## src/rtl/fpc_pkg.sv

```systemverilog
// ----------------------------------------------------------------------------
// fpc_pkg
// Shared definitions for the FP-coprocessor issue controller.
//   - COP1 fp_opcode / funct constants
//   - FPU operation encodings presented on fpu_op
//   - controller state constants (IDLE, EXEC, WB)
//   - decoded instruction class enum
// ----------------------------------------------------------------------------
package fpc_pkg;

    // fp_opcode field values
    localparam logic [4:0] OPC_MFC1   = 5'h00;
    localparam logic [4:0] OPC_MTC1   = 5'h04;
    localparam logic [4:0] OPC_COP1_S = 5'h10;

    // funct field values under COP1_S
    localparam logic [5:0] FN_ADD  = 6'd0;
    localparam logic [5:0] FN_SUB  = 6'd1;
    localparam logic [5:0] FN_MOV  = 6'd6;
    localparam logic [5:0] FN_C_GE = 6'd40;
    localparam logic [5:0] FN_C_GT = 6'd42;
    localparam logic [5:0] FN_C_EQ = 6'd50;
    localparam logic [5:0] FN_C_LT = 6'd60;
    localparam logic [5:0] FN_C_LE = 6'd62;

    // FPU operation encodings
    localparam logic [2:0] FPU_ADD = 3'd0;
    localparam logic [2:0] FPU_SUB = 3'd1;
    localparam logic [2:0] FPU_EQ  = 3'd2;
    localparam logic [2:0] FPU_LT  = 3'd3;
    localparam logic [2:0] FPU_GT  = 3'd4;
    localparam logic [2:0] FPU_LE  = 3'd5;
    localparam logic [2:0] FPU_GE  = 3'd6;
    localparam logic [2:0] FPU_MOV = 3'd7;

    // Controller state
    typedef logic [1:0] state_t;
    localparam state_t ST_IDLE = 2'd0;
    localparam state_t ST_EXEC = 2'd1;
    localparam state_t ST_WB   = 2'd2;

    // Decoded instruction class
    typedef enum logic [2:0] {
        CLS_FPU_REG,
        CLS_FPU_CC,
        CLS_MTC1,
        CLS_MFC1,
        CLS_BAD
    } cls_e;

    // True for classes that need an FPU start/done exchange
    function automatic logic cls_uses_fpu(input cls_e c);
        return (c == CLS_FPU_REG) || (c == CLS_FPU_CC);
    endfunction

endpackage

```

## src/rtl/fpc_issue_controller_decode.sv

```systemverilog
// ----------------------------------------------------------------------------
// fpc_funct_decode
// Purely combinational decode of a COP1 instruction into its class and the
// FPU operation it needs. Anything not recognised decodes to CLS_BAD with
// fpu_op = 0; non-FPU classes also report fpu_op = 0.
// Ports:
//   fp_opcode  in   5     COP1 fmt/rs field
//   funct      in   6     function field (meaningful under COP1_S)
//   cls        out  cls_e decoded class
//   fpu_op     out  OP_W  FPU operation for FPU classes
// ----------------------------------------------------------------------------
module fpc_funct_decode
    import fpc_pkg::*;
#(
    parameter int OP_W = 3
) (
    input  logic [4:0]      fp_opcode,
    input  logic [5:0]      funct,
    output cls_e            cls,
    output logic [OP_W-1:0] fpu_op
);

    logic [2:0] op3;

    always_comb begin
        cls = CLS_BAD;
        op3 = FPU_ADD;
        case (fp_opcode)
            OPC_MFC1: cls = CLS_MFC1;
            OPC_MTC1: cls = CLS_MTC1;
            OPC_COP1_S: begin
                case (funct)
                    FN_ADD:  begin cls = CLS_FPU_REG; op3 = FPU_ADD; end
                    FN_SUB:  begin cls = CLS_FPU_REG; op3 = FPU_SUB; end
                    FN_MOV:  begin cls = CLS_FPU_REG; op3 = FPU_MOV; end
                    FN_C_EQ: begin cls = CLS_FPU_CC;  op3 = FPU_EQ;  end
                    FN_C_LT: begin cls = CLS_FPU_CC;  op3 = FPU_LT;  end
                    FN_C_GT: begin cls = CLS_FPU_CC;  op3 = FPU_GT;  end
                    FN_C_LE: begin cls = CLS_FPU_CC;  op3 = FPU_LE;  end
                    FN_C_GE: begin cls = CLS_FPU_CC;  op3 = FPU_GE;  end
                    default: begin cls = CLS_BAD;     op3 = FPU_ADD; end
                endcase
            end
            default: cls = CLS_BAD;
        endcase
    end

    assign fpu_op = OP_W'(op3);

endmodule

```

## src/rtl/fpc_issue_controller.sv

```systemverilog
// ----------------------------------------------------------------------------
// fpc_issue_controller
// Sequential FP-coprocessor issue controller. Accepts one COP1 instruction
// at a time over valid/ready, sequences the FPU with start/done and issues a
// single-cycle write-back strobe (FPR, GPR or condition code).
//
// Build option: macro FPC_ILLEGAL_TRAP_EN
//   defined   - unknown instructions pulse 'illegal' in their WB cycle
//   undefined - unknown instructions are a silent one-cycle NOP, illegal = 0
//
// Ports:
//   clk, rst       clock, asynchronous active-high reset
//   instr_valid    in   instruction presented
//   instr_ready    out  controller idle and able to accept
//   fp_opcode      in   5  MFC1 / MTC1 / COP1_S
//   funct          in   6  operation under COP1_S
//   fd             in   FPR_AW destination FPR (source FPR for MFC1)
//   cc_idx         in   CC_W condition-code target for compares
//   fpu_start      out  one-cycle FPU start pulse
//   fpu_op         out  OP_W FPU operation, stable while busy
//   fpu_done       in   FPU completion (observed only in EXEC)
//   flush          in   abort of the in-flight instruction
//   reg_wr_en      out  FPR write strobe
//   gpr_wr_en      out  GPR write strobe (MFC1)
//   cc_wr_en       out  condition-code write strobe
//   wr_addr        out  FPR_AW latched fd
//   cc_sel         out  CC_W latched cc_idx
//   wb_src         out  0 = FPU result, 1 = processor data (MTC1)
//   illegal        out  illegal-instruction pulse
//   busy           out  inverse of instr_ready
// ----------------------------------------------------------------------------
module fpc_issue_controller
    import fpc_pkg::*;
#(
    parameter int FPR_AW = 5,
    parameter int NUM_CC = 8,
    parameter int OP_W   = 3,
    parameter int CC_W   = (NUM_CC > 1) ? $clog2(NUM_CC) : 1
) (
    input  logic              clk,
    input  logic              rst,
    input  logic              instr_valid,
    output logic              instr_ready,
    input  logic [4:0]        fp_opcode,
    input  logic [5:0]        funct,
    input  logic [FPR_AW-1:0] fd,
    input  logic [CC_W-1:0]   cc_idx,
    output logic              fpu_start,
    output logic [OP_W-1:0]   fpu_op,
    input  logic              fpu_done,
    input  logic              flush,
    output logic              reg_wr_en,
    output logic              gpr_wr_en,
    output logic              cc_wr_en,
    output logic [FPR_AW-1:0] wr_addr,
    output logic [CC_W-1:0]   cc_sel,
    output logic              wb_src,
    output logic              illegal,
    output logic              busy
);

    state_t          state;
    cls_e            cls_q;
    logic            start_pend;
    cls_e            dec_cls;
    logic [OP_W-1:0] dec_op;
    logic            accept;
    logic            wb_live;

    fpc_funct_decode #(.OP_W(OP_W)) u_decode (
        .fp_opcode (fp_opcode),
        .funct     (funct),
        .cls       (dec_cls),
        .fpu_op    (dec_op)
    );

    assign instr_ready = (state == ST_IDLE);
    assign busy        = ~instr_ready;
    assign accept      = instr_valid & instr_ready;

    always_ff @(posedge clk or posedge rst) begin
        if (rst) begin
            state      <= ST_IDLE;
            cls_q      <= CLS_BAD;
            start_pend <= 1'b0;
            fpu_op     <= '0;
            wr_addr    <= '0;
            cc_sel     <= '0;
            wb_src     <= 1'b0;
        end else begin
            // start_pend is high for exactly the first EXEC cycle
            start_pend <= 1'b0;
            case (state)
                ST_IDLE: begin
                    // flush is deliberately not looked at here
                    if (accept) begin
                        cls_q   <= dec_cls;
                        fpu_op  <= dec_op;
                        wr_addr <= fd;
                        cc_sel  <= cc_idx;
                        wb_src  <= (dec_cls == CLS_MTC1);
                        if (cls_uses_fpu(dec_cls)) begin
                            state      <= ST_EXEC;
                            start_pend <= 1'b1;
                        end else begin
                            state <= ST_WB;
                        end
                    end
                end
                ST_EXEC: begin
                    // flush wins over a coincident fpu_done
                    if (flush) begin
                        state <= ST_IDLE;
                    end else if (fpu_done) begin
                        state <= ST_WB;
                    end
                end
                ST_WB:   state <= ST_IDLE;
                default: state <= ST_IDLE;
            endcase
        end
    end

    assign fpu_start = start_pend;

    // A flush arriving in the WB cycle itself cancels the write
    assign wb_live   = (state == ST_WB) && !flush;
    assign reg_wr_en = wb_live && ((cls_q == CLS_FPU_REG) || (cls_q == CLS_MTC1));
    assign cc_wr_en  = wb_live && (cls_q == CLS_FPU_CC);
    assign gpr_wr_en = wb_live && (cls_q == CLS_MFC1);

`ifdef FPC_ILLEGAL_TRAP_EN
    assign illegal = (state == ST_WB) && (cls_q == CLS_BAD);
`else
    assign illegal = 1'b0;
`endif

endmodule

```

## config.mk

```make
export PLATFORM = sky130hd
export DESIGN_NAME = fpc_issue_controller
export DESIGN_NICKNAME = d
export VERILOG_FILES = /design/src/rtl/fpc_pkg.sv /design/src/rtl/fpc_issue_controller_decode.sv /design/src/rtl/fpc_issue_controller.sv
export SDC_FILE = /design/constraint.sdc
export NUM_CORES = 1
export LEC_CHECK = 0
export BUFFER_PORTS_ARGS = -buffer_cell sky130_fd_sc_hd__buf_4
export CORE_AREA = 2 2 53 55
export CTS_CLUSTER_SIZE = 40
export DETAILED_ROUTE_END_ITERATION = 12
export DIE_AREA = 0 0 55 57
export PLACE_DENSITY = 0.72
export SLEW_MARGIN = 30
export SYNTH_ARGS = -nofsm -noshare
export SYNTH_HDL_FRONTEND = slang
export SYNTH_HIERARCHICAL = 1
export SYNTH_SLANG_ARGS = --single-unit
```

## constraint.sdc

```tcl
create_clock -name clk -period 1.2 [get_ports clk]
set_input_delay 0.12 -clock clk [delete_from_list [all_inputs] [get_ports clk]]
set_output_delay 0.12 -clock clk [all_outputs]
set_load 0.01 [all_outputs]
```

After elaboration in Yosys (flattened, before gate mapping)
Index checks and enable logic that the tools add are counted.
{"block": "word_totals", "regBits": 18, "latch_bits": 0, "ramBits": 0, "mem_bits_ro": 0, "input_bits": 24, "out_inout_bits": 19, "word_cells": 55, "memories": 0}
{"block": "op_classes", "n_addsub": 0, "mul": 0, "n_div": 0, "order_cmp": 0, "eq_ne": 18, "n_shift": 0, "mux": 12, "n_bitwise": 2, "reduce_logical": 16}
{"cell": "equality test 6 bit, second input constant", "n": 5}
{"cell": "one-hot mux 3 bit (7 select lines)", "n": 1}
{"cell": "equality test 3 x 2 -> 1 bit, second input constant", "n": 3}
{"cell": "one-hot mux 3 bit (3 select lines)", "n": 1}
{"cell": "2-to-1 mux 2 bit", "n": 4}
{"cell": "equality test 3 x 1 -> 1 bit, second input constant", "n": 2}
{"cell": "equality test 6 x 1 -> 1 bit, second input constant", "n": 1}
{"cell": "equality test 6 x 3 -> 1 bit, second input constant", "n": 1}
{"cell": "logical NOT 3 bit", "n": 2}
{"cell": "logical NOT 6 bit", "n": 1}
{"cell": "one-hot mux 3 bit (2 select lines)", "n": 1}
{"cell": "equality test 5 x 3 -> 1 bit, second input constant", "n": 1}
{"cell": "equality test 5 bit, second input constant", "n": 1}
{"cell": "logical NOT 5 bit", "n": 1}
{"cell": "OR reduction 5 bit", "n": 1}
{"cell": "logical AND 1 bit", "n": 4}
{"cell": "one-hot mux 2 bit (2 select lines)", "n": 1}
{"cell": "AND reduction 2 bit", "n": 2}
{"cell": "2-to-1 mux 1 bit", "n": 3}
{"cell": "2-to-1 mux 3 bit", "n": 1}
{"cell": "inequality test 3 bit, second input constant", "n": 1}
{"cell": "OR reduction 3 bit", "n": 1}
{"cell": "equality test 2 x 1 -> 1 bit, second input constant", "n": 1}
{"cell": "equality test 2 bit, second input constant", "n": 1}
{"cell": "6 further kinds", "n": 7}

Longest topological paths before layout
Gate-level depths: netlist of run 1.
{"block": "depth", "ltp_word": 9, "mapped_depth": 8, "ltp_nobuf": 7}

Modules after synthesis
The synthesis of run 1 kept the hierarchy.
{"module": "fpc_issue_controller", "instances": 1, "cells_per_inst": 56, "area_per_inst_um2": 812.0, "seq_area_each_um2": 451.7}
{"module": "fpc_funct_decode", "instances": 1, "cells_per_inst": 38, "area_per_inst_um2": 226.5, "seq_area_each_um2": 0.0}

Worst setup path before layout of run 1
OpenSTA, ideal clock, no wires.
{"block": "synth_timing", "path_kind": "input to register", "from": "input port funct[4]", "to": "register wb_src", "setup_ns": 0.064, "t_arrival_ns": 1.498, "required_time_ns": 1.136, "setup_slack_ns": -0.362, "cell_stages": 6, "path_buffers": 0, "cell_sequence": "or4b_1 > a211o_1 > o41ai_1 > o31ai_1 > nor3b_1 > mux2_4"}
{"block": "synth_between", "elab_chain_cells": 5, "elab_cells_between_ends": 13, "classes_between": "eq/ne (8); mux (2); reduce/logical (3)"}
{"item": "start, declared", "line_no": "fpc_issue_controller.sv:45", "text": "input logic [5:0] funct,"}
{"item": "equality test 6 bit (tied with other cells)", "line_no": "fpc_issue_controller_decode.sv:32", "text": "case (funct)"}
{"item": "OR reduction 5 bit (no source line) or OR reduction 3 bit (tied branches)"}
{"item": "one-hot mux 3 bit (2 select lines) *", "line_no": "fpc_issue_controller_decode.sv:32"}
{"item": "one-hot mux 3 bit (3 select lines) *", "line_no": "fpc_issue_controller_decode.sv:28", "text": "case (fp_opcode)"}
{"item": "net dec_cls[2]", "line_no": "fpc_issue_controller.sv:65", "text": "cls_e dec_cls;"}
{"item": "equality test 3 x 2 -> 1 bit *", "line_no": "fpc_issue_controller.sv:101", "text": "wb_src <= (dec_cls == CLS_MTC1);"}
{"item": "end signal, assigned", "line_no": "fpc_issue_controller.sv:101"}
{"item": "end, declared", "line_no": "fpc_issue_controller.sv:57", "text": "output logic wb_src,"}
The timed path passes the listed nets; every way through them passes the cells marked *.
A chain may end at the register's enable or synchronous reset.

Worst setup path after layout of run 1
{"block": "layout_timing", "from": "register state[0]", "to": "output port gpr_wr_en"}
{"block": "layout_between", "elab_chain_cells": 3}
{"item": "start, declared", "line_no": "fpc_issue_controller.sv:62", "text": "state_t state;"}
{"item": "start signal, assigned", "line_no": "fpc_issue_controller.sv:83", "text": "state <= ST_IDLE;"}
{"item": "start signal, assigned", "line_no": "fpc_issue_controller.sv:103", "text": "state <= ST_EXEC;"}
{"item": "start signal, assigned", "line_no": "fpc_issue_controller.sv:106", "text": "state <= ST_WB;"}
{"item": "equality test 2 bit", "line_no": "fpc_issue_controller.sv:127", "text": "assign wb_live = (state == ST_WB) && !flush;"}
{"item": "logical AND 1 bit", "line_no": "fpc_issue_controller.sv:127"}
{"item": "logical AND 1 bit", "line_no": "fpc_issue_controller.sv:130", "text": "assign gpr_wr_en = wb_live && (cls_q == CLS_MFC1);"}
{"item": "end, declared", "line_no": "fpc_issue_controller.sv:53", "text": "output logic gpr_wr_en,"}
No other way between the ends.

==> metrics.md, run 1 <==
| Metric | Value |
|---|---|
| Status | `finished, violations left` |
| Failing checks | `setup timing` |
| Hold Path Class | `in2reg` |
| Fraction of layout cells with a size suffix above 1 | `0.5886` |
| Cell variety after synth | `40` |
| Largest net degree at the start of global routing | `11` |
| Drt drc | `0` |
| First-pass GRT wire length | `3.767 mm` |
| Final Critical Period | `around 1.5 ns` |
| Async S/R FF share, synth | `1.000` |
| Worst reg2reg endpoint | `cc_sel[1]` |
| Final Util | `0.6292` |
| Final ANT Viol Nets | `0` |
| Cell Pwr Density | `893.3 nW/um2` |
| Initial antenna violation count | `0` |
| Gate Count Post-Synth | `between 90 and 100` |
| Reg-to-reg setup timing slack | `-0.21 ns` |
| Clk slew on worst S/H paths | `0.09 ns` |
| Ranking of synthesized cells by area | `dfrtp_1, mux2_4, mux2_2` |
| CP endpoint | `gpr_wr_en` |
| DP Wirelength | `1.813 mm` |
| Final setup viols | `23` |
| Clock sinks | `18` |
| Number of synthesized flops with an enable pin | `0` |
| Final Hold Vio Count | `0` |
| Yosys warnings | `6` |
| Pre-antenna DRT Iters | `4` |
| Routed len/inst | `between 10 and 15 um` |
| CP startpoint | `state[0]` |
| Pleak | `0.0008257 uW` |
| Gpl congestion | `0.7823` |
| Seq/Total Area, Yosys | `0.4349` |
| Pins over their slew limit | `0` |
| CP arrival | `1.35 ns` |
| Nets@finish | `183` |
| Yosys reg bits | `18` |
| Top achievable clock speed | `0.6791 GHz` |
| Critical path's slowest cell | `dfrtp_1` |
| Overall Global Routing Usage | `0.1635` |
| Clk buf depth | `2` |
| Starting density of the core | `0.3971` |
| Drt via density | `4.884` |
| Worst skew pair latency | `0.28 ns` |
| Die Ht | `57 um` |
| Worst clock skew | `0.001644 ns` |
| Final worst path period share | `1.227` |
| Critical Path RT | `1.08 ns` |
| Syn avg cell area | `11.05 um2` |
| R2r startpoint | `state[0]` |
| Syn Std Cell Area | `approximately 1000 um2` |
| Core ar. | `roughly 2600 um2` |
| Die ar. | `3135 um2` |
| IO Pins | `43` |
| Area leader, netlist | `dfrtp_1` |
| Die W | `55 um` |
| Root Buffer | `clkbuf_4` |
| Post-synth net total | `118` |
| Most frequent cell after synthesis | `dfrtp_1` |
| Number of diodes | `0` |
| Ys flop type | `dfrtp_1` |
| Top cell type's share of synthesized area | `0.4096` |
| Max FO, Critical Path | `3` |
| Critical path class | `reg2out` |
| Max-capacitance violation count | `0` |
| Most frequent cells after synthesis | `dfrtp_1, mux2_4, nor2_1, inv_1` |
| RSZ-0062 raised after global routing | `yes` |
| Vias in the first global route | `902` |
| CP Capture Type | `primary output` |
| Cell mode on critical path | `buf_4` |
| R2R depth | `5` |
| CTS tree | `yes` |
| CTS HTree Levels | `1` |
| TNS Setup | `-4.341 ns` |
| Peak supply drop | `0.6408 mV` |
| TritonCTS Buffers | `3` |
| CP Launch Type | `flip-flop` |
| Global route overflow | `0` |
| Initial DRC count | `15` |
| Via count | `923` |
| Critical-path cell list | `nor4b_2, buf_4, and3_1, buf_4` |
| Synth-to-Final Area Change | `58.43%` |
| PortBufs | `41` |
| Std-Cell Rows | `19` |
| Final setup margin | `-0.2725 ns` |
| Total Wirelength | `2.374 mm` |
| CP max stage delay | `0.41 ns` |
-- flip-flops by register name, summed over array words and instances, names as in the netlist --
register and flops:
cc_sel 3, cls_q 3, fpu_op 3, fpu_start 1, state 2, wb_src 1
wr_addr 5
-- routing by layer --
layer  global-route usage  vias to the layer above  routed length [um]  share of wire
met5                    0                        -                   0              0
met1               0.1963                      434                1005           0.42
met3              0.01832                        2                 116          0.049
met4              0.08362                        0                  21         0.0088
li1                     -                      457                   -              -
met2               0.2789                       30                1231           0.52
-- layout make-up --
class	count	area, um2
flip-flops and latches	18	451.7
clock buffers	4	26.28
multi-input cells	66	566.8
fillers	208	969.7
inverters	6	22.52
well taps	31	38.79
repair buffers	64	539.3
-- stage by stage --
stage	instances	worst slack [ns]	power, uW	cell area (um2)	hold slack, ns
after global routing	189	-0.3524	1552	1645	0.04905
after global placement	179	-0.4660	1116	1505	0.1070
final	189	-0.2725	1470	1645	0.06686
after detailed placement	179	-0.5068	1130	1505	0.1206
after floorplan	94	-0.3125	927.2	1075	0.05784
after CTS	188	-0.2909	1497	1638	0.04658
-- timing repair --
item	4_1_cts	5_1_grt
hold buffers	1	0
gates resized for setup	7	0
hold endpoints to repair	8	0
gates cloned	1	0
buffers inserted	3	1
pin swaps	5	1
endpoints found under the setup margin	23	23
-- cells in the final DEF, fill, tap and decap left out, types with 2 or more instances in the layout --
cell | netlist | layout
or3_1 | 2 | 2
inv_1 | 6 | 6
dfrtp_1 | 17 | 17
a21oi_1 | 5 | 5
mux2_4 | 10 | 15
nand2_1 | 4 | 4
nand3b_1 | 4 | 4
nor2_1 | 9 | 9
buf_4 | 1 | 57
buf_12 | 1 | 2
clkbuf_4 | 0 | 3
buf_6 | 1 | 3
-- worst max-delay path: cells and delay by family, from the launching register on --
kind	cells	cell delay (ns)
flops	1	0.41
simple gates	2	0.40
buf+inv	2	0.27
-- how the worst min path moves through the flow --
stage	startpoint	endpoint	slack, ns	cells after the start
finish	cc_idx[2]	cc_sel[2]	0.07	2
global placement	rst	cls_q[0]	0.11	2
CTS	cc_idx[2]	cc_sel[2]	0.05	2
floorplan	rst	cc_sel[0]	0.06	1
global route	fd[0]	wr_addr[0]	0.05	2
detailed placement	rst	cc_sel[0]	0.12	2
-- power by group --
| group | switching [uW] | internal, uW | leakage [uW] |
|---|---|---|---|
| combinational | 180 | 303 | 0.000583 |
| sequential | 30.3 | 663 | 0.000228 |
| clock | 165 | 129 | 0.0000150 |
-- kinds of logic after synthesis --
logic type / share of synthesized area
and+or+nand+nor: 0.1940
DFF: 0.4349
AOI/OAI and AO/OA: 0.1048
muxes: 0.1988
buffers and inverters: 0.06385
other: 0.003611
No activity file was read; power rests on OpenSTA's default activity.
==> run 2: changes to the inputs <==
--- a/config.mk
+++ b/config.mk
@@ -6,13 +6,12 @@
 export NUM_CORES = 1
 export LEC_CHECK = 0
 export BUFFER_PORTS_ARGS = -buffer_cell sky130_fd_sc_hd__buf_4
-export CORE_AREA = 2 2 53 55
+export CORE_AREA = 2 2 51 53
 export CTS_CLUSTER_SIZE = 40
 export DETAILED_ROUTE_END_ITERATION = 12
-export DIE_AREA = 0 0 55 57
-export PLACE_DENSITY = 0.72
+export DIE_AREA = 0 0 53 55
+export PLACE_DENSITY = 0.73
 export SLEW_MARGIN = 30
 export SYNTH_ARGS = -nofsm -noshare
 export SYNTH_HDL_FRONTEND = slang
-export SYNTH_HIERARCHICAL = 1
 export SYNTH_SLANG_ARGS = --single-unit
==> metrics.md, run 2 <==
| Metric | Value |
|---|---|
| Status | `finished, violations left` |
| Failing checks | `setup timing` |
| Hold Path Class | `in2reg` |
| Max-capacitance violation count | `0` |
| Internal Dissipation | `1031 uW` |
| Post-Place Cell Area | `1334 um2` |
| Design area | `approximately 1500 um2` |
| Die Ht | `55 um` |
| Most frequent cells after synthesis | `nand2_1, dfrtp_1, inv_1, nor2_1, o21ai_0` |
| Syn Std Cell Area | `942.2 um2` |
| Total power draw | `between 1000 and 1500 uW` |
| WHS | `0.02111 ns` |
| Top delay family on crit path | `simple AND/OR/NAND/NOR gates` |
| Critical Path RT | `1.08 ns` |
| Area leader, netlist | `dfrtp_1` |
| Vias in the first global route | `885` |
| Yosys warnings | `0` |
| Fraction of layout cells with a size suffix above 1 | `0.4907` |
| Clk slew on worst S/H paths | `0.10 ns` |
| Filler instances | `195` |
| Critical-path cell list | `nor4b_4, nor2b_2, buf_4` |
| Pins over their slew limit | `0` |
| Pre-antenna DRT Iters | `4` |
| Peak supply drop | `0.5217 mV` |
| Starting density of the core | `0.3984` |
| Final Critical Period | `around 1.5 ns` |
| Critical path class | `reg2out` |
| Net Sw Power | `387.5 uW` |
| Overall Global Routing Usage | `0.1826` |
| Seq/Total Area, Yosys | `0.4794` |
| PortBufs | `41` |
| Number of diodes | `0` |
| CTS HTree Levels | `1` |
| Root Buffer | `clkbuf_4` |
| Switching Share | `0.2732` |
| Crit path buf inv count | `1` |
| Final worst path period share | `1.262` |
| TritonCTS Buffers | `3` |
| Max FO, Critical Path | `3` |
| Hold Path Depth | `3` |
| Worst clock skew | `around 0.0028 ns` |
| Cell Pwr Density | `between 900 and 1000 nW/um2` |
| Die ar. | `2915 um2` |
| Max FFs per register | `5` |
| Number of synthesized flops with an enable pin | `0` |
| RSZ-0062 raised after global routing | `yes` |
| Nets@finish | `186` |
| Drt via density | `4.921` |
| CP arrival | `between 1 and 1.5 ns` |
| First-pass GRT wire length | `3.836 mm` |
| Via count | `940` |
| Sequential share of power | `0.482` |
| Gpl congestion | `about 0.74` |
| Clk buf depth | `2` |
| Ranking of synthesized cells by area | `dfrtp_1, nand2_1, a22o_1` |
| DP Wirelength | `~1.8 mm` |
| Syn avg cell area | `8.805 um2` |
| Drt drc | `0` |
| Die W | `about 53 um` |
| Std-Cell Rows | `18` |
| Async S/R FF share, synth | `1.000` |
| Initial DRC count | `7` |
| Cell variety after synth | `35` |
| Pleak | `0.0007670 uW` |
| Clock power share | `0.260` |
| Final ANT Viol Nets | `0` |
| Worst path depth | `3` |
| Final Hold Vio Count | `0` |
| Synth-to-Final Area Change | `59.89%` |
| Initial antenna violation count | `0` |
| Core ar. | `2365 um2` |
| Top achievable clock speed | `0.6605 GHz` |
| CP max stage delay | `around 0.4 ns` |
| Gate Count Post-Synth | `107` |
| Comb power frac | `0.258` |
| Clock sinks | `18` |
| Yosys reg bits | `18` |
| Worst skew pair latency | `0.29 ns` |
| R2R depth | `6` |
| Most frequent cell after synthesis | `nand2_1` |
| Post-synth net total | `approximately 130` |
| Top cell type's share of synthesized area | `0.4515` |
| CTS tree | `yes` |
| Total Wirelength | `2.521 mm` |
| CP Launch Type | `flip-flop` |
| Global route overflow | `0` |
| Routed len/inst | `13.20 um` |
| Ys flop type | `dfrtp_1` |
| Top reg by flops | `wr_addr` |
| Final setup margin | `-0.3140 ns` |
| Most frequent cells in the layout | `buf_4, nand2_1, dfrtp_1` |
| Final setup viols | `18` |
| IO Pins | `43` |
| CP Capture Type | `primary output` |
| Critical path's slowest cell | `dfstp_2` |
| Largest net degree at the start of global routing | `14` |
| Most common cell after layout, fill and taps aside | `buf_4` |
run 2: cell types whose count changed after synthesis, moves of 3 or more:
cell,before,now
nand2_1,4,33
mux2_4,10,0
mux2_2,5,0
a22o_1,0,4
nor2_1,9,5
and2_1,0,3
nand3b_1,4,1
o21ai_0,2,5
run 2: cell type report:
type,instances,area [um2],share of cell area
multi-input cells,80,516.7,0.3430
flip-flops and latches,18,454.2,0.3015
repair buffers,53,436.7,0.2899
well taps,30,37.54,0.02492
clock buffers,4,36.28,0.02409
inverters,6,25.02,0.01661
run 2: cell families (layout without fill, tap and decap cells):
family                 after synthesis  count (layout)  synth area share
AND/OR/NAND/NOR                     56              56            0.2935
XOR/XNOR                             1               1          0.009298
buffers and inverters                9              63           0.04116
other                                1               1          0.003980
AO/OA/AOI/OAI                       22              22            0.1726
flip-flops                          18              18            0.4794
run 2: timing repair:
item / 4_1_cts / 5_1_grt
pin swaps: 4 / 6
endpoints found under the setup margin: 7 / 22
cloned: 0 / 1
hold buffers: 1 / 0
resized for setup: 5 / 23
setup buffers: 2 / 0
endpoints found under the hold margin: 5 / 0
run 2: path summary, 6_finish.rpt:
check | from | to | slack, ns
hold reg to reg | wb_src | wb_src | 0.49
setup reg to reg | state[0] | cc_sel[1] | -0.06
setup / recovery | cls_q[2] | reg_wr_en | -0.31
max in group asynchronous | rst | fpu_op[2] | 0.49
hold / removal | fd[2] | wr_addr[2] | 0.02
min in group asynchronous | rst | cls_q[0] | 0.28
run 2: metrics by stage:
step	utilization	instances	setup TNS [ns]	worst slack, ns
CTS	0.6063	190	-1.097	-0.2229
detailed placement	0.5640	183	-0.2228	-0.06685
global placement	0.5640	183	-0.04471	-0.02592
global route	0.6370	191	-3.154	-0.3679
floorplan	-	107	0	0.008855
finish	0.6370	191	-1.821	-0.3140
run 2: layer usage:
metal | GRT usage | vias to the layer above | routed length, um
met5 | 0 | - | 0
met4 | 0.06838 | 0 | 31
met3 | 0.03226 | 4 | 151
met2 | 0.3333 | 32 | 1339
met1 | 0.2149 | 435 | 1000
li1 | - | 469 | -
run 2: worst min-delay path, stage by stage:
cell     delay [ns]
buf_4          0.07
nand2_1        0.04
nand2_1        0.05
run 2: power by group through the flow:
stage          Sequential (uW)  Clock (uW)  Combinational, uW
2_1_floorplan              705           0                120
3_3_place_gp               687           0                314
3_5_place_dp               690           0                321
4_1_cts                    680         377                341
5_1_grt                    689         408                406
6_report                   683         369                366
==> run 3: changes to the inputs <==
==> constraint.sdc (replaced) <==
create_clock -name clk -period 1.2 [get_ports clk]
set_input_delay 0.18 -clock clk [delete_from_list [all_inputs] [get_ports clk]]
set_output_delay 0.18 -clock clk [all_outputs]
set_load 0.01 [all_outputs]
==> metrics.md, run 3 (synthesis gave the netlist of run 2 again) <==
| Metric | Value |
|---|---|
| Status | `finished, violations left` |
| Failing checks | `setup timing` |
| Comb power frac | `0.246` |
| Worst path depth | `3` |
| CTS tree | `yes` |
| Top achievable clock speed | `between 0.6 and 0.7 GHz` |
| Top delay family on crit path | `flip-flops` |
| Final worst path period share | `1.240` |
| Pins over their slew limit | `0` |
| CP endpoint | `gpr_wr_en` |
| Nets@finish | `187` |
| Most frequent cells in the layout | `buf_4, nand2_1, dfrtp_1` |
| Critical path class | `reg2out` |
| CP arrival | `approximately 1.3 ns` |
| R2R depth | `5` |
| Root Buffer | `clkbuf_4` |
| Overall Global Routing Usage | `0.1903` |
| Switching Share | `0.2680` |
| Peak supply drop | `0.8546 mV` |
| Total Wirelength | `2.342 mm` |
| RSZ-0062 raised after global routing | `yes` |
| Max FFs per register | `5` |
| Final ANT Viol Nets | `0` |
| Clk slew on worst S/H paths | `0.10 ns` |
| Final setup viols | `17` |
| Final Critical Period | `1.488 ns` |
| Worst reg2reg endpoint | `fpu_op[1]` |
| Number of diodes | `0` |
| CTS HTree Levels | `1` |
| TritonCTS Buffers | `3` |
| Cell Pwr Density | `963.0 nW/um2` |
| Total power draw | `1389 uW` |
| Vias in the first global route | `897` |
| CP max stage delay | `0.45 ns` |
| Die Ht | `55 um` |
| Reg-to-reg setup timing slack | `-0.12 ns` |
| Initial antenna violation count | `0` |
| Gpl congestion | `0.7662` |
| PortBufs | `41` |
| Net Sw Power | `372.4 uW` |
| First-pass GRT wire length | `3.995 mm` |
| Largest net degree at the start of global routing | `14` |
| Die ar. | `just under 3000 um2` |
| Worst clock skew | `0.009981 ns` |
| Clock sinks | `18` |
| Clk buf depth | `2` |
| Critical path's slowest cell | `dfrtp_1` |
| Max FO, Critical Path | `4` |
| Std-Cell Rows | `18` |
| CP Capture Type | `primary output` |
| Pre-antenna DRT Iters | `4` |
| Critical Path RT | `between 1 and 1.5 ns` |
| Critical-path cell list | `nor4b_4, and3_1, buf_4` |
| IO Pins | `43` |
| Drt drc | `0` |
| Sequential share of power | `0.488` |
| Post-Place Cell Area | `1349 um2` |
| Starting density of the core | `0.3984` |
| Worst skew pair latency | `about 0.30 ns` |
| Initial DRC count | `7` |
| DP Wirelength | `1.905 mm` |
| Drt via density | `4.964` |
| Top reg by flops | `wr_addr` |
| Most common cell after layout, fill and taps aside | `buf_4` |
| CP startpoint | `state[0]` |
| Fraction of layout cells with a size suffix above 1 | `0.4259` |
| Final setup margin | `-0.2879 ns` |
| Core ar. | `2365 um2` |
| Global route overflow | `0` |
| Pleak | `0.0007518 uW` |
| Synth-to-Final Area Change | `53.12%` |
| Final Hold Vio Count | `0` |
| WHS | `0.07376 ns` |
| Internal Dissipation | `1017 uW` |
| Crit path buf inv count | `1` |
| Via count | `953` |
| Design area | `1443 um2` |
| Routed len/inst | `12.20 um` |
| Hold Path Class | `in2reg` |
| CP Launch Type | `flip-flop` |
| Post-Place Setup Slack | `-0.1242 ns` |
| Max-capacitance violation count | `0` |
| R2r startpoint | `state[0]` |
| Clock power share | `0.265` |
| Die W | `53 um` |
## run 3: worst min path at each step
stage | from | endpoint | slack [ns] | cells after the start
3_3_place_gp | rst | state[1] | 0.11 | 2
4_1_cts | fd[0] | wr_addr[0] | 0.07 | 3
5_1_grt | cc_idx[0] | cc_sel[0] | 0.07 | 3
6_report | fd[0] | wr_addr[0] | 0.07 | 3
3_5_place_dp | rst | state[1] | 0.11 | 2
2_1_floorplan | rst | cc_sel[0] | 0.12 | 1
## run 3: stage by stage
stage / cells / util / setup TNS, ns
2_1_floorplan: 107 / - / 0
3_3_place_gp: 185 / 0.5704 / -0.3789
3_5_place_dp: 185 / 0.5704 / -1.098
4_1_cts: 191 / 0.6021 / -1.978
5_1_grt: 192 / 0.6101 / -3.942
6_report: 192 / 0.6101 / -2.333
## run 3: worst reg2reg max path: stages, from the launching register on
cell     delay [ns]
dfrtp_1        0.45
buf_4          0.16
nor2_2         0.11
nand2_2        0.11
buf_4          0.16
a22o_1         0.22
## run 3: area by class of cell
type                            instances  area [um2]
Multi-Input combinational cell         80       479.2
Fill cell                             230       922.1
Inverter                                6       22.52
Clock buffer                            4       36.28
Timing Repair Buffer                   54       415.4
Sequential cell                        18       451.7
Tap cell                               30       37.54
## run 3: power by group through the flow
stage	Clock, uW	Sequential, uW	Combinational, uW
after floorplan	0	705	120
after global placement	0	687	317
after detailed placement	0	690	326
after CTS	381	678	340
after global routing	407	684	382
final	368	679	342
## run 3: routing by layer
layer / wire, um / track usage / up-vias / part of all wire
met3: 157 / 0.04570 / 4 / 0.067
met4: 31 / 0.07692 / 0 / 0.013
met5: 0 / 0 / - / 0
met2: 1174 / 0.3313 / 31 / 0.50
li1: - / - / 477 / -
met1: 979 / 0.2277 / 441 / 0.42
## run 3: what timing repair did
action,4_1_cts,5_1_grt
setup buffers,0,1
gates resized for setup,6,3
cloned,1,0
setup endpoints to repair,21,23
pin swaps,4,0
hold buffers,1,0
hold endpoints to repair,4,0
